## config.mk

```make
export PLATFORM = sky130hd
export DESIGN_NAME = run_launcher
export DESIGN_NICKNAME = d
export VERILOG_FILES = /design/src/rtl/run_pkg.sv /design/src/rtl/run_pend_counter.sv /design/src/rtl/run_launcher.sv
export SDC_FILE = /design/constraint.sdc
export NUM_CORES = 1
export LEC_CHECK = 0
export CAP_MARGIN = 5
export CELL_PAD_IN_SITES_DETAIL_PLACEMENT = 0
export CELL_PAD_IN_SITES_GLOBAL_PLACEMENT = 1
export CORE_MARGIN = 2
export CORE_UTILIZATION = 41
export CTS_CLUSTER_SIZE = 24
export DETAILED_ROUTE_END_ITERATION = 8
export PLACE_DENSITY_LB_ADDON = 0.1
export SLEW_MARGIN = 0
export SYNTH_ARGS = -nofsm -noshare
export SYNTH_HDL_FRONTEND = slang
export SYNTH_SLANG_ARGS = --single-unit
```

## constraint.sdc

```tcl
create_clock -name i_clock -period 4.61 [get_ports i_clock]
set_input_delay 1.1525 -clock i_clock [delete_from_list [all_inputs] [get_ports i_clock]]
set_output_delay 1.1525 -clock i_clock [all_outputs]
set_load 0.01 [all_outputs]
```

## src/rtl/run_pkg.sv

```systemverilog
// Shared state encoding and default sizing for the run launcher slice.
// Unreachable encoding 2'b11 is steered back to IDLE by the FSM.
package run_pkg;

    typedef enum logic [1:0] {
        IDLE   = 2'b00,
        LAUNCH = 2'b01,
        WAIT   = 2'b10
    } run_state_t;

    localparam int PEND_W_DEF  = 3;
    localparam int CNT_W_DEF   = 8;
    localparam int TIMEOUT_DEF = 16;

    function automatic logic state_is_busy(input run_state_t s);
        return (s == LAUNCH) || (s == WAIT);
    endfunction

endpackage

```

## src/rtl/run_pend_counter.sv

```systemverilog
// Saturating up/down count of queued requests; 1-cycle update, simultaneous inc/dec nets to zero.
// Increments are ignored when full and decrements when empty, so it never wraps.
module run_pend_counter #(
    parameter int W = 3
) (
    input  logic         i_clock,
    input  logic         i_reset_async_n,
    input  logic         inc,
    input  logic         dec,
    output logic [W-1:0] count,
    output logic         full,
    output logic         empty
);

    logic inc_ok;
    logic dec_ok;

    assign full   = (count == '1);
    assign empty  = (count == '0);
    assign inc_ok = inc && !full;
    assign dec_ok = dec && !empty;

    always_ff @(posedge i_clock or negedge i_reset_async_n) begin
        if (!i_reset_async_n) begin
            count <= '0;
        end else if (inc_ok && !dec_ok) begin
            count <= count + 1'b1;
        end else if (dec_ok && !inc_ok) begin
            count <= count - 1'b1;
        end
    end

endmodule

```

## src/rtl/run_launcher.sv

```systemverilog
// Queues start requests and launches them one at a time as 1-cycle o_run pulses, waiting for i_done.
// Requests back up in the pending counter; o_req_ready drops when it is full and extra requests are dropped.
module run_launcher
    import run_pkg::*;
#(
    parameter int PEND_W  = PEND_W_DEF,
    parameter int CNT_W   = CNT_W_DEF,
    parameter int TIMEOUT = TIMEOUT_DEF
) (
    input  logic              i_clock,
    input  logic              i_reset_async_n,
    input  logic              i_req,
    output logic              o_req_ready,
    input  logic              i_clear,
    output logic              o_run,
    input  logic              i_done,
    output logic              o_busy,
    output logic [PEND_W-1:0] o_pending,
    output logic [CNT_W-1:0]  o_run_count,
    output logic              o_timeout
);

    localparam int TW = $clog2(TIMEOUT);
    localparam logic [TW-1:0] T_LAST = TW'(TIMEOUT - 1);

    run_state_t    state_q;
    run_state_t    state_d;
    logic [TW-1:0] timer_q;
    logic          pend_full;
    logic          pend_empty;
    logic          done_hit;
    logic          expire;

    run_pend_counter #(.W(PEND_W)) u_pend (
        .i_clock         (i_clock),
        .i_reset_async_n (i_reset_async_n),
        .inc             (i_req && o_req_ready),
        .dec             (state_q == LAUNCH),
        .count           (o_pending),
        .full            (pend_full),
        .empty           (pend_empty)
    );

    assign o_req_ready = !pend_full;
    assign o_run       = (state_q == LAUNCH);
    assign o_busy      = state_is_busy(state_q);

    // A done arriving on the final timer cycle completes the run rather than timing out.
    assign done_hit = (state_q == WAIT) && i_done;
    assign expire   = (state_q == WAIT) && !i_done && (timer_q == T_LAST);

    always_comb begin
        state_d = state_q;
        case (state_q)
            IDLE:    if (!pend_empty) state_d = LAUNCH;
            LAUNCH:  state_d = WAIT;
            WAIT:    if (done_hit || expire) state_d = IDLE;
            default: state_d = IDLE;
        endcase
    end

    always_ff @(posedge i_clock or negedge i_reset_async_n) begin
        if (!i_reset_async_n) begin
            state_q <= IDLE;
            timer_q <= '0;
        end else begin
            state_q <= state_d;
            if (state_q == LAUNCH) begin
                timer_q <= '0;
            end else if (state_q == WAIT && !expire) begin
                timer_q <= timer_q + 1'b1;
            end
        end
    end

    // Clear takes priority over a same-cycle completion or timeout.
    always_ff @(posedge i_clock or negedge i_reset_async_n) begin
        if (!i_reset_async_n) begin
            o_run_count <= '0;
            o_timeout   <= 1'b0;
        end else if (i_clear) begin
            o_run_count <= '0;
            o_timeout   <= 1'b0;
        end else begin
            if (done_hit) o_run_count <= o_run_count + 1'b1;
            if (expire)   o_timeout   <= 1'b1;
        end
    end

endmodule

```

==> results.cfg <==
[floorplan]
floorplan.initialDensity_pct = 44.37
die_area_sq_um = 2876
die_y_microns = 53.63
io_pins = 20
die_x_microns = 53.63
rows = 17
coreArea_sq_um = 2276

[worst_setup_path]
cp-end-kind = output pin
reg2reg_depth = 8
arrival_ns = 1.74
critPathMaxFanout = 10
timing.rr.end = u_pend.count[2]
crit_buf_inv = 2
cpPeakStageDelay_ns = 0.60
crit_start = state_q[1]
slowest_stage = clkdlybuf4s50_1
cp_top_family = buffers and inverters
ff2ff_setup_slack_ns = 2.51
crit_chain = inv_1, ha_1, clkdlybuf4s50_1
start_kind = flip-flop
required_ns = 3.46
critPathKind = reg2out
reg2reg_from = u_pend.count[0]

[routing]
wl_met1_microns = 980
wl_met3_microns = 78
route.detailed.drc = 0
initialDrtViolationCount = 7
route.met2.wl_microns = 904
top_layer_used = met4
vias_per_cell = 5.427
vias = 776
ant_nets = 0
wl_per_cell_microns = 13.84
routed_wl_microns = 1979
drt_pre_antenna_iters = 4

[min_path]
min_path_type = reg2reg
hp-start = o_timeout
worstHoldEndpoint = o_timeout
hold_depth = 2

[global_routing]
grt_usage_pct = 16.59
overflow = 0
grt_pass1_wl_microns = 3353
antenna_found_initial = 0
grt_max_degree = 19
first_global_vias = 740

[clock_network]
post-cts-setup-buffer-count = 0
insertion_delay_ns = 0.29
postCtsHoldBufs = 0
cts_tree = yes
clock-sinks = 18
cts_root_buffer = clkbuf_4
clk_path_buf_depth = 2
numCtsBuffers = 3
htreeDepth = 1
ctsResizeCount = 0
path_clk_slew_ns = 0.10

[cells_and_area]
n_antenna_cell = 0
final_core_util_pct = 53.93
drive_gt1_share_pct = 8.696
num-nets-final = 129
syn_to_final_growth_pct = 21.56

[logic_synthesis]
ys_ff_latch = 18
synth_nets = 109
synth_area_leaders = dfrtp_1 (45%), ha_1 (7.4%), a21oi_1 (4.5%)
synth_area_per_cell_sq_um = 10.41
syn_area_sq_um = 1010
ys_dominant_reg_cell = dfrtp_1
synth_top_area_cell = dfrtp_1
seq_area_frac_synth_pct = 44.61
async_flop_share_pct = 100.0
synthDominantCellAreaShare_pct = 44.61
synthCells = 97
ys.warnings.count = 0
ys_types = 33
synth_edf_count = 0

[sta]
min_period_ns = 2.894
slew_headroom_pct = 45.44
fin_worst_skew_ns = 0.002623
finalHoldViolCount = 0
min_period_over_period_pct = 62.78
whs_ns = 0.5124
rsz0062_at_grt = false
fmax_mhz = 345.5
tns_ns = 0
tightest_slew_ns = 0.8159
slew_violations = 0
setup-violations-final = 0
setup_ws_ns = 1.716

[placement]
preCtsSetupSlack_ns = 1.775
place.gp.congestion = 0.7466
dp_hpwl_microns = 1455
portBuffers = 19

[power_and_ir_drop]
p_total_mw = 0.5929
leakage_nw = 0.5194
peakVddDrop_uv = 363.9
power_density_nw_per_um2 = 483.0

[outcome]
outcome = complete, no violations

[job]
maxCapViolCount = 0
[flip-flops by register name (all words and copies together), names as in the netlist]
name          count
o_timeout         1
o_run_count       8
timer_q           4
state_q           2
u_pend.count      3
[tightest hold or removal path, delay by kind of cell (launching register included)]
kind,cells,cell delay (ns)
simple gates,1,0.07
flops,1,0.36
compound gates,1,0.05
[cell usage in the layout, fill, tap and decap left out, types with 4 or more instances in the layout]
master           synthesis  layout
a21oi_1                  9       9
clkdlybuf4s50_1          0      19
dfrtp_1                 18      18
ha_1                     6       6
inv_1                    6       6
mux2_2                   4       4
nand3_1                  5       5
nor2_1                   7       7
o21ai_0                  4       4
[power by group]
| part | internal [mW] | leakage [nW] | switching [mW] |
|---|---|---|---|
| Clock | 0.0304 | 0.0138 | 0.0483 |
| Sequential | 0.192 | 0.240 | 0.0373 |
| Combinational | 0.152 | 0.266 | 0.133 |
| Total | 0.374 | 0.519 | 0.219 |
[per-layer routing]
metal / vias to the layer above / track usage (%)
met1: 379 / 21.33
li1: 378 / -
met3: 2 / 5.833
met4: 0 / 5.128
met2: 17 / 26.13
met5: - / 0
[logic make-up (layout without fill, tap and decap cells)]
kind of cell / count (synthesis) / after routing / synth area share (%)
xor+xnor: 5 / 5 / 4.338
mux: 5 / 5 / 5.452
simple gates: 32 / 32 / 18.84
flops: 18 / 18 / 44.61
fa+ha+maj: 7 / 7 / 9.417
compound gates: 20 / 20 / 12.14
buf+inv: 10 / 28 / 5.203
[cell type report]
type,count,area (sq um)
Clock buffer,3,22.52
Tap cell,28,35.03
Multi-Input combinational cell,69,506.7
Sequential cell,18,450.4
Fill cell,220,1049
Timing Repair Buffer,19,190.2
Inverter,6,22.52
[synth_stat cells, types with 2 or more instances]
| cell | instances |
|---|---|
| ha_1 | 6 |
| dfrtp_1 | 18 |
| nor2_1 | 7 |
| nand2b_1 | 3 |
| nor3_1 | 2 |
| or4_1 | 2 |
| or3_1 | 2 |
| nand4_1 | 2 |
| nand3_1 | 5 |
| nand2_1 | 3 |
| o21ai_0 | 4 |
| mux2_2 | 4 |
| buf_6 | 2 |
| xnor2_1 | 2 |
| xor2_1 | 3 |
| o31ai_1 | 2 |
| a21oi_1 | 9 |
| inv_1 | 6 |
[per-stage QoR]
stage                     std cells  area [sq um]
after CTS                       143          1227
after floorplan                  97          1010
after global placement          140          1205
after global routing            143          1227
final                           143          1227
after detailed placement        140          1205
[worst max-delay path by stage]
stage                           end  slack, ns  cells after the start
floorplan           u_pend.count[2]       2.30                      7
global placement    u_pend.count[2]       1.80                      8
detailed placement  u_pend.count[2]       1.77                      8
CTS                           o_run       1.71                      3
global route                  o_run       1.61                      3
finish                        o_run       1.72                      3
Note: power is estimated with default switching activity, not from simulation.
